**src/rtl/edge_trigger_bank_if.sv**
```systemverilog
// Channel bus for edge_trigger_bank: raw inputs and mode/clear controls in,
// stretched pulses, sticky flags and event count out.
interface edge_trigger_bank_if #(
    parameter int WIDTH = 4,
    parameter int CNT_W = 16
);
    logic [WIDTH-1:0] in;
    logic [1:0]       mode;
    logic             clr;
    logic [WIDTH-1:0] out;
    logic             any;
    logic [WIDTH-1:0] sticky;
    logic [CNT_W-1:0] evt_cnt;

    modport master (output in, mode, clr, input out, any, sticky, evt_cnt);
    modport slave  (input in, mode, clr, output out, any, sticky, evt_cnt);
endinterface

```
**src/rtl/edge_trigger_bank.sv**
```systemverilog
// Multi-channel synchronised edge trigger with mode gating, pulse stretch,
// sticky flags and a saturating event counter.
module edge_trigger_bank_lane #(
    parameter int SYNC_STAGES = 2,
    parameter int PULSE_LEN   = 1
) (
    input  logic       clk,
    input  logic       rstn,
    input  logic       i_in,
    input  logic [1:0] i_mode,
    output logic       o_hit,
    output logic       o_out,
    output logic       o_out_nxt
);
    localparam int CW = $clog2(PULSE_LEN + 1);

    logic [SYNC_STAGES-1:0] r_sync;
    logic                   r_prev;
    logic [CW-1:0]          r_cnt;
    logic [CW-1:0]          w_cnt_nxt;
    logic                   w_s;

    assign w_s = r_sync[SYNC_STAGES-1];

    always_comb begin
        o_hit = 1'b0;
        unique case (i_mode)
            2'b00: o_hit = w_s ^ r_prev;
            2'b01: o_hit = w_s & ~r_prev;
            2'b10: o_hit = ~w_s & r_prev;
            2'b11: o_hit = 1'b0;
        endcase
    end

    // A hit always reloads the full length, so a retrigger extends the pulse.
    always_comb begin
        w_cnt_nxt = '0;
        if (o_hit)
            w_cnt_nxt = CW'(PULSE_LEN);
        else if (r_cnt != '0)
            w_cnt_nxt = r_cnt - 1'b1;
    end

    // Reset preloads the chain with the live input so a held level is not an edge.
    always_ff @(posedge clk) begin
        if (!rstn) begin
            r_sync <= {SYNC_STAGES{i_in}};
            r_prev <= i_in;
            r_cnt  <= '0;
        end else begin
            r_sync[0] <= i_in;
            for (int k = 1; k < SYNC_STAGES; k++)
                r_sync[k] <= r_sync[k-1];
            r_prev <= w_s;
            r_cnt  <= w_cnt_nxt;
        end
    end

    assign o_out     = (r_cnt != '0);
    assign o_out_nxt = (w_cnt_nxt != '0);
endmodule

module edge_trigger_bank #(
    parameter int WIDTH       = 4,
    parameter int SYNC_STAGES = 2,
    parameter int PULSE_LEN   = 1,
    parameter int CNT_W       = 16
) (
    input logic                clk,
    input logic                rstn,
    edge_trigger_bank_if.slave bus
);
    localparam int SW = CNT_W + $clog2(WIDTH + 1);

    logic [WIDTH-1:0] w_hit;
    logic [WIDTH-1:0] w_out;
    logic [WIDTH-1:0] w_out_nxt;
    logic [SW-1:0]    w_sum;
    logic             w_sat;
    logic             r_any;
    logic [WIDTH-1:0] r_sticky;
    logic [CNT_W-1:0] r_evt;

    genvar g;
    generate
        for (g = 0; g < WIDTH; g++) begin : g_lane
            edge_trigger_bank_lane #(
                .SYNC_STAGES(SYNC_STAGES),
                .PULSE_LEN  (PULSE_LEN)
            ) u_lane (
                .clk      (clk),
                .rstn     (rstn),
                .i_in     (bus.in[g]),
                .i_mode   (bus.mode),
                .o_hit    (w_hit[g]),
                .o_out    (w_out[g]),
                .o_out_nxt(w_out_nxt[g])
            );
        end
    endgenerate

    // Extra headroom bits catch overflow of the sum before saturation.
    always_comb begin
        w_sum = bus.clr ? '0 : SW'(r_evt);
        for (int i = 0; i < WIDTH; i++)
            w_sum = w_sum + SW'(w_hit[i]);
        w_sat = |w_sum[SW-1:CNT_W];
    end

    always_ff @(posedge clk) begin
        if (!rstn) begin
            r_any    <= 1'b0;
            r_sticky <= '0;
            r_evt    <= '0;
        end else begin
            r_any    <= |w_out_nxt;
            r_sticky <= (bus.clr ? '0 : r_sticky) | w_hit;
            r_evt    <= w_sat ? '1 : w_sum[CNT_W-1:0];
        end
    end

    assign bus.out     = w_out;
    assign bus.any     = r_any;
    assign bus.sticky  = r_sticky;
    assign bus.evt_cnt = r_evt;
endmodule

```
**src/flat_wrapper.sv**
```systemverilog
// flat-port wrapper written by rule: the top's interface ports become plain ports
module edge_trigger_bank_flat 
#(
    parameter int WIDTH       = 4,
    parameter int SYNC_STAGES = 2,
    parameter int PULSE_LEN   = 1,
    parameter int CNT_W       = 16
)
  (clk, rstn, bus_in, bus_mode, bus_clr, bus_out, bus_any, bus_sticky, bus_evt_cnt);
  edge_trigger_bank_if #(.WIDTH(WIDTH), .CNT_W(CNT_W)) bus_i ();
  input logic clk;
  input logic rstn;
  input wire logic [$bits(bus_i.in)-1:0] bus_in;
  input wire logic [$bits(bus_i.mode)-1:0] bus_mode;
  input wire logic [$bits(bus_i.clr)-1:0] bus_clr;
  output wire logic [$bits(bus_i.out)-1:0] bus_out;
  output wire logic [$bits(bus_i.any)-1:0] bus_any;
  output wire logic [$bits(bus_i.sticky)-1:0] bus_sticky;
  output wire logic [$bits(bus_i.evt_cnt)-1:0] bus_evt_cnt;
  assign bus_i.in = bus_in;
  assign bus_i.mode = bus_mode;
  assign bus_i.clr = bus_clr;
  assign bus_out = bus_i.out;
  assign bus_any = bus_i.any;
  assign bus_sticky = bus_i.sticky;
  assign bus_evt_cnt = bus_i.evt_cnt;
  edge_trigger_bank #(.WIDTH(WIDTH), .SYNC_STAGES(SYNC_STAGES), .PULSE_LEN(PULSE_LEN), .CNT_W(CNT_W)) u_core (.clk(clk), .rstn(rstn), .bus(bus_i));
endmodule
```
**config.mk**
```make
export PLATFORM = sky130hd
export DESIGN_NAME = edge_trigger_bank_flat
export DESIGN_NICKNAME = d
export VERILOG_FILES = /design/src/rtl/edge_trigger_bank_if.sv /design/src/rtl/edge_trigger_bank.sv /design/src/flat_wrapper.sv
export SDC_FILE = /design/constraint.sdc
export NUM_CORES = 1
export LEC_CHECK = 0
export CELL_PAD_IN_SITES_DETAIL_PLACEMENT = 0
export CELL_PAD_IN_SITES_GLOBAL_PLACEMENT = 1
export CORE_UTILIZATION = 35
export CTS_CLUSTER_SIZE = 12
export DETAILED_ROUTE_END_ITERATION = 16
export PLACE_DENSITY_LB_ADDON = 0.1
export SLEW_MARGIN = 20
export SYNTH_ARGS = -nofsm -noshare
export SYNTH_HDL_FRONTEND = slang
export SYNTH_SLANG_ARGS = --single-unit
```
**constraint.sdc**
```tcl
create_clock -name clk -period 5.9 [get_ports clk]
set_clock_uncertainty 0.1 [all_clocks]
set_input_delay 1.18 -clock clk [delete_from_list [all_inputs] [get_ports clk]]
set_output_delay 1.18 -clock clk [all_outputs]
set_load 0.02 [all_outputs]
```
# == Word level (Yosys, flattened, before mapping) ==
# Index checks and enable logic that the tools add are counted.
# Widths: inputs -> output; s select.
# totals
ff_bits,37
latch_bits,0
ramBits,0
rom_bits,0
input_bits,9
output_inout_bits,25
wordCells,73
n_memories,0
# op_classes
n_addsub,8
mul,0
div_mod_pow,0
magnitude_cmp,0
eq_ne,3
shift,0
muxes,23
bitwise,21
n_reduce_logical,3
# ops
cell,count
$add 19x1->19,4
$mux 16,2
$pmux 1 s4,4
$mux 1,12
$and 1x1->1,8
$mux 2,4
$not 1->1,8
$eq 2x2->1 const B,2
$mux 4,1
$or 4x4->4,1
$reduce_or 4->1,1
$sub 1x1->1 const B,4
$xor 1x1->1,4
$reduce_or 3->1,1
$eq 2x1->1 const B,1
$logic_not 2->1,1

# == Depth between registers and ports, before layout ==
# Gate-level depths: netlist of the first run.
# logic_depth
ltp_word,9
depth_mapped,15
mapped_depth_nobuf,15

# == Modules after synthesis ==
# From an unflattened synthesis of the first run, not the netlist that was laid out.
# hier_totals
cells_unflattened,197
area_unflattened_um2,1854.3
# by_module_without_submodules
module,n_inst,cells_each,area_each_um2
edge_trigger_bank,1,121,1099.8
edge_trigger_bank_lane (u_core.g_lane[1].u_lane ...),3,19,191.4
edge_trigger_bank_lane (u_core.g_lane[0].u_lane),1,19,180.2

# == Worst setup path before layout of the first run ==
# No wires, ideal clock.
# synth_path
path_type,input -> register
from,input port bus_mode[1]
to,register u_core.r_evt[15] (netlist: u_core.bus.evt_cnt[15])
setup_ns,0.115
arrival_time_ns,4.084
setup_slack_ns,1.600
path_stages,13
path_cell_list,clkbuf_1 > a21oi_1 > o21ai_0 > inv_1 > fa_1 > fa_1 > inv_1 > fa_1 > nand3_1 > or3_4 > nor2_2 > or4_1 > and3_1
# synth_via
elab_chain_cells,8
elab_cells_between_ends,14
classes_between,add/sub: 4; eq/ne: 3; mux: 5; reduce/logical: 2
# synth_lines
item,line_no,source
"start, declared",flat_wrapper.sv:14,input wire logic [$bits(bus_i.mode)-1:0] bus_mode;
"$eq 2x2->1, or another cell as far along",edge_trigger_bank.sv:27,unique case (i_mode)
$pmux 1 s4,edge_trigger_bank.sv:27,
$add 19x1->19 (3 in a row),edge_trigger_bank.sv:106,w_sum = w_sum + SW'(w_hit[i]);
$add 19x1->19 *,edge_trigger_bank.sv:106,
$reduce_or 3->1,edge_trigger_bank.sv:107,w_sat = |w_sum[SW-1:CNT_W];
$mux 16 *,edge_trigger_bank.sv:118,r_evt <= w_sat ? '1 : w_sum[CNT_W-1:0];
"end signal, assigned",edge_trigger_bank.sv:118,
"end, declared",edge_trigger_bank.sv:82,logic [CNT_W-1:0] r_evt;
# Every way passes the cells marked *; elsewhere a longest branch is shown, timed or not.
# A chain may end at the register's enable or synchronous reset.

# == Worst setup path after layout of the first run ==
# layout_path
from,input port bus_mode[1]
to,register u_core.r_evt[2] (netlist: u_core.bus.evt_cnt[2])
# The elaborated chain is that of the path after synthesis.

==> results.yml, run 1 <==
placement:
  gp_congestion: 0.7643
  io_buffers: 33
  pre_cts_slack_ns: 0.7517
  dp_hpwl_mm: 2.389
yosys:
  ys_types: 35
  synth-seq-cells: 37
  yosysSeqAreaShare: 0.4154
  async_reset_ff_frac: 0
  yosysMostFrequentCell: "dfxtp_1"
  ys_top_cells_by_area: "dfxtp_1 (42%), o21a_1 (7.2%), ha_1 (6.3%), nand2_1 (5.3%), nor2b_1 (4.2%)"
  syn_inst: 201
  ys_warn_count: 0
  syn_area_um2: 1783
  synth_flop_cell: "dfxtp_1"
  synth-edff-count: 0
  post-synth-top-area-cell: "dfxtp_1"
  synth_area_per_cell_um2: 8.870
  syn_nets: 222
  synth_top_cell_area_share: 0.4154
  ys_top_cells_by_count: "dfxtp_1 (37), nand2_1 (25), inv_1 (18)"
critical_path:
  r2r_slack_ns: 1.80
  r2r-end: "u_core.bus.evt_cnt[2]"
  crit_path_max_fanout: 8
  crit_path_start: "bus_mode[1]"
  crit_path_end: "u_core.bus.evt_cnt[2]"
  reg2reg_depth: 15
  cp.arrival_ns: 5.04
  start_kind: "primary input"
  cp-end-kind: "flop"
  r2r-start: "u_core.g_lane[3].u_lane.r_sync[1]"
  critPathKind: "in -> reg"
  required_ns: 6.03
timing:
  fin_crit_sh: 0.8320
  max_clock_freq_mhz: 203.7
  finalMaxSlewViolations: 0
  finalCriticalPeriod_ns: 4.909
  setup_viol: 0
  setup_ws_ns: 0.9909
  hold_viol: 0
  worstMarginPinSlew_ns: 0.6066
  tns_ns: 0
  rsz0062_at_grt: "false"
  max-slew-margin-rel: 0.5956
floorplanning:
  dieArea_um2: 5384
  core_um2: 4817
  floorplan.initialDensity: 0.3701
  die_h_um: 73.38
  io_pins: 34
  die_w_um: 73.38
  rows: 25
grt:
  grt-ovfl-total: 0
  grt_pass1_wl_mm: 5.892
  grtUsageTotal: 0.1445
  grt_pass1_vias: 1269
  grt_max_degree: 38
  antenna_found_initial: 0
clock_tree:
  cts_max_path_buffers: 2
  tritoncts: "built"
  post_cts_buffers: 0
  postCtsHoldBufs: 0
  clkSlewWorstSetupHoldPaths_ns: 0.07
  htreeDepth: 2
  clkSinkCount: 37
  cts_buffers: 5
  cts-root-buf: "clkbuf_8"
  cts_resized: 0
  clock_latency_ns: 0.28
layout:
  layout-drive-gt1-share: 0.05628
  fin_util: 0.4665
  areaGrowthSynthToFinish_pct: 26.04
  finalNetCount: 252
  n_antenna_cell: 0
power_and_ir_drop:
  powerDensity_nw_per_um2: 257.2
  p_leak_nw: 0.8913
  peakVddDrop_mv: 0.1376
drt:
  wl_per_cell_um: 11.56
  vias: 1353
  drt-initial-drc-count: 72
  via_per_inst: 4.540
  final_antenna_net_count: 0
  wl_mm: 3.445
  drc: 0
  drt_pass1_iterations: 6
hold_path:
  hp-class: "reg -> reg"
run:
  drv_cap: 0
outcome:
  status: "finished, final reports clean"
[how the worst min path moves through the flow]
stage,depth (start not counted),endpoint,start
2_1_floorplan,2,u_core.g_lane[0].u_lane.r_sync[1],u_core.g_lane[0].u_lane.r_sync[0]
3_3_place_gp,2,u_core.g_lane[3].u_lane.r_sync[1],u_core.g_lane[3].u_lane.r_sync[0]
3_5_place_dp,2,u_core.g_lane[3].u_lane.r_sync[1],u_core.g_lane[3].u_lane.r_sync[0]
4_1_cts,2,u_core.g_lane[3].u_lane.r_sync[1],u_core.g_lane[3].u_lane.r_sync[0]
5_1_grt,2,u_core.g_lane[3].u_lane.r_sync[1],u_core.g_lane[3].u_lane.r_sync[0]
6_report,2,u_core.g_lane[3].u_lane.r_sync[1],u_core.g_lane[3].u_lane.r_sync[0]
[final cells by class]
cell class,count,area (um2)
clock inverters,2,35.03
fillers,498,2570
multi-input cells,134,910.9
clock buffers,5,68.82
well taps,67,83.83
flip-flops and latches,37,740.7
repair buffers,35,340.3
inverters,18,67.56
[power by group]
part           leakage, nW  internal [W]  total [W]  switching [W]
Sequential           0.305      0.000266   0.000273     0.00000761
Combinational        0.533     0.0000452  0.0000938      0.0000486
Clock               0.0540      0.000123   0.000211      0.0000881
[metrics by stage]
| step | instance area [um2] | cells | power (W) | hold slack (ns) |
|---|---|---|---|---|
| after floorplan | 1783 | 201 | 0.0003406 | 0.3033 |
| after global placement | 2148 | 291 | 0.0003739 | 0.3073 |
| after detailed placement | 2148 | 291 | 0.0003742 | 0.3123 |
| after CTS | 2252 | 298 | 0.0005863 | 0.3303 |
| after global routing | 2247 | 298 | 0.0006121 | 0.3486 |
| final | 2247 | 298 | 0.0005781 | 0.3294 |
[per-layer routing]
metal  global-route usage  vias up  wire length (um)  share of wire
met2               0.2202       31              1505           0.44
met5                    0        -                 0              0
met4              0.05128        0                25         0.0073
li1                     -      714                 -              -
met3              0.05075        2               158          0.046
met1               0.1893      606              1755           0.51
[placed cells by master, fill, tap and decap left out, types with 3 or more instances in the layout]
cell type        count
dfxtp_1             37
clkdlybuf4s50_1     32
nand2_1             25
inv_1               18
o21a_1              17
nor2b_1             12
ha_1                 9
nor2_1               8
a21oi_1              8
o21ai_0              8
nand2b_1             8
xnor2_1              6
clkbuf_8             5
and2_1               4
nand3_1              3
nand4_1              3
xor2_1               3
fa_1                 3
[logic make-up (layout without fill, tap and decap cells)]
| kind of cell | after synthesis | count (layout) | share of synthesized area |
|---|---|---|---|
| AOI/OAI and AO/OA | 36 | 36 | 0.1340 |
| xor gates and xnor gates | 9 | 9 | 0.04421 |
| adders and majority gates | 12 | 12 | 0.09684 |
| buffers and inverters | 30 | 60 | 0.07368 |
| DFF | 37 | 37 | 0.4154 |
| muxes | 1 | 1 | 0.005614 |
| and+or+nand+nor | 76 | 76 | 0.2302 |
[critical path, cell delays in order]
cell and delay [ns]:
clkdlybuf4s50_1 0.53, nor2_1 0.15, a21oi_1 0.05, o21ai_0 0.47, inv_1 0.14, fa_1 0.51
fa_1 0.41, inv_1 0.09, fa_1 0.20, nand3_1 0.18, or3_4 0.41, nor3_2 0.35
buf_4 0.24, o21a_1 0.13
[registers in the layout (all words and copies together), names as in the netlist]
signal                       cells
u_core.bus.any                   1
u_core.bus.evt_cnt              16
u_core.g_lane.u_lane.o_out       4
u_core.bus.sticky                4
u_core.g_lane.u_lane.r_prev      4
u_core.g_lane.u_lane.r_sync      8
No activity file was read; power rests on OpenSTA's default activity.
==> inputs of run 2 (changes only) <==
==> constraint.sdc (replaced) <==
create_clock -name clk -period 4.5 [get_ports clk]
set_clock_uncertainty 0.1 [all_clocks]
set_input_delay 0.9 -clock clk [delete_from_list [all_inputs] [get_ports clk]]
set_output_delay 0.9 -clock clk [all_outputs]
set_load 0.02 [all_outputs]
==> run 2 against run 1 <==
Total power increased by 34%; setup slack got worse by 0.64 ns; critical path type unchanged; flip-flop and latch count unchanged; critical path depth increased by 1; critical endpoint is now u_core.bus.evt_cnt[12]; combinational power increased by 36%; sequential power increased by 32%; clock-buffer cell count increased by 1; via count increased by 2.7%; utilization increased by 1.1 points; die area unchanged.
==> results.yml, run 2 (same netlist as run 1, synthesis figures left out) <==
layout:
  finalNonFillerCells: 305
  layout-drive-gt1-share: 0.07983
  layout_commonest_cell: "dfxtp_1"
  n_antenna_cell: 0
  multi_input_area_um2: 910.9
  fin_util: 0.4774
  largest_register_ffs: 16
  areaGrowthSynthToFinish_pct: 28.98
  mostFrequentLayoutCells: "dfxtp_1 (37), clkdlybuf4s50_1 (32), nand2_1 (25)"
  finalNetCount: 258
  num-fill-cells: 496
  regArea_um2: 740.7
drt:
  wl_per_cell_um: 11.56
  vias: 1389
  wl_mm: 3.526
  drt_pass1_iterations: 4
  final_antenna_net_count: 0
  drc: 0
  via_per_inst: 4.554
  drt-initial-drc-count: 67
critical_path:
  start_kind: "primary input"
  crit_top_cell: "fa_1"
  cpMaxStageDelayCell: "clkdlybuf4s50_1"
  crit_cells: 15
  reg2reg_depth: 16
  crit_path_max_fanout: 8
  max_stage_delay_ns: 0.53
  critPathBufInv: 4
  required_ns: 4.58
  critPathKind: "in -> reg"
  cp.arrival_ns: 4.24
  crit_chain: "clkdlybuf4s50_1, nor2b_1, nand2_1, o21ai_0, inv_1, fa_1, fa_1, inv_1, fa_1, nand3_1, or3_4, nor2_2, buf_4, a21oi_1, nor4bb_1"
  cp-end-kind: "flop"
  cp_top_family: "simple AND/OR/NAND/NOR gates"
floorplanning:
  rows: 25
  dieArea_um2: 5384
  io_pins: 34
  die_h_um: 73.38
  floorplan.initialDensity: 0.3701
  die_w_um: 73.38
  core_um2: 4817
grt:
  antenna_found_initial: 0
  grtUsageTotal: 0.1392
  grt_pass1_wl_mm: 5.651
  grt_max_degree: 38
  grt.busiest_layer: "met2"
  grt_use_met1: 0.1712
  use_met3: 0.03292
  grtUsageMet2: 0.2305
  grt-ovfl-total: 0
  grt_pass1_vias: 1250
power_and_ir_drop:
  peakVddDrop_mv: 0.1658
  powerDensity_nw_per_um2: 336.1
  p_leak_nw: 0.9232
timing:
  hold-worst-slack_ns: 0.3267
  finalCriticalPeriod_ns: 4.153
  rsz0062_at_grt: "false"
  max_clock_freq_mhz: 240.8
  fin_crit_sh: 0.9228
  max-slew-margin-rel: 0.6074
  setup_viol: 0
  tns_ns: 0
  finalMaxSlewViolations: 0
  setup_ws_ns: 0.3475
  hold_viol: 0
  worstMarginPinSlew_ns: 0.5889
placement:
  dp_hpwl_mm: 2.550
  io_buffers: 33
  dp_cells: 297
  gp_congestion: 0.7806
  pre_cts_slack_ns: 0.04445
hold_path:
  hp-class: "reg -> reg"
  whs_path_depth: 2
clock_tree:
  htreeDepth: 2
  cts_buffers: 5
  cts-root-buf: "clkbuf_8"
  tritoncts: "built"
  post_cts_buffers: 0
  postCtsHoldBufs: 0
  cts_resized: 0
  clkSlewWorstSetupHoldPaths_ns: 0.07
  clkSinkCount: 37
  clock_latency_ns: 0.29
  cts_max_path_buffers: 2
run:
  drv_cap: 0
outcome:
  status: "finished, final reports clean"
-- run 2: final timing paths --
| check | slack [ns] | endpoint | from |
|---|---|---|---|
| setup / recovery | 0.35 | u_core.bus.evt_cnt[12] | bus_mode[1] |
| setup reg to reg | 0.91 | u_core.bus.evt_cnt[12] | u_core.g_lane[1].u_lane.r_sync[1] |
| hold / removal | 0.33 | u_core.g_lane[2].u_lane.r_sync[1] | u_core.g_lane[2].u_lane.r_sync[0] |
| hold reg to reg | 0.33 | u_core.g_lane[2].u_lane.r_sync[1] | u_core.g_lane[2].u_lane.r_sync[0] |
-- run 2: worst reg2reg max path: cells and delay by family, from the launching register on --
kind                     cells  cell delay [ns]
AO/OA/AOI/OAI                3             0.37
adder cells (fa/ha/maj)      4             1.35
buffers and inverters        4             0.37
flip-flops                   1             0.36
AND/OR/NAND/NOR              5             0.94
-- run 2: area by class of cell --
class                      count  area share
multi-input combinational    134      0.3961
inverter                      18     0.02938
sequential                    37      0.3221
timing repair buffer          41      0.1676
clock buffer                   6     0.03156
tap                           67     0.03645
clock inverter                 2     0.01687
-- run 2: metrics by stage --
step / instance area, um2 / power (W)
after global placement: 2193 / 0.0004941
final: 2300 / 0.0007729
after CTS: 2300 / 0.0007837
after floorplan: 1783 / 0.0004466
after detailed placement: 2188 / 0.0004960
after global routing: 2300 / 0.0008086
-- run 2: metal layers --
metal  vias up  share of wire  routed length, um
met5         -              0                  0
met4         0          0.017                 59
met3         7          0.047                164
met2        35           0.45               1576
met1       627           0.49               1725
li1        720              -                  -
-- run 2: report_power, final --
group	switching, W	total, W	internal [W]
clock network	0.000120	0.000286	0.000166
logic	0.0000648	0.000128	0.0000630
registers	0.0000108	0.000359	0.000348
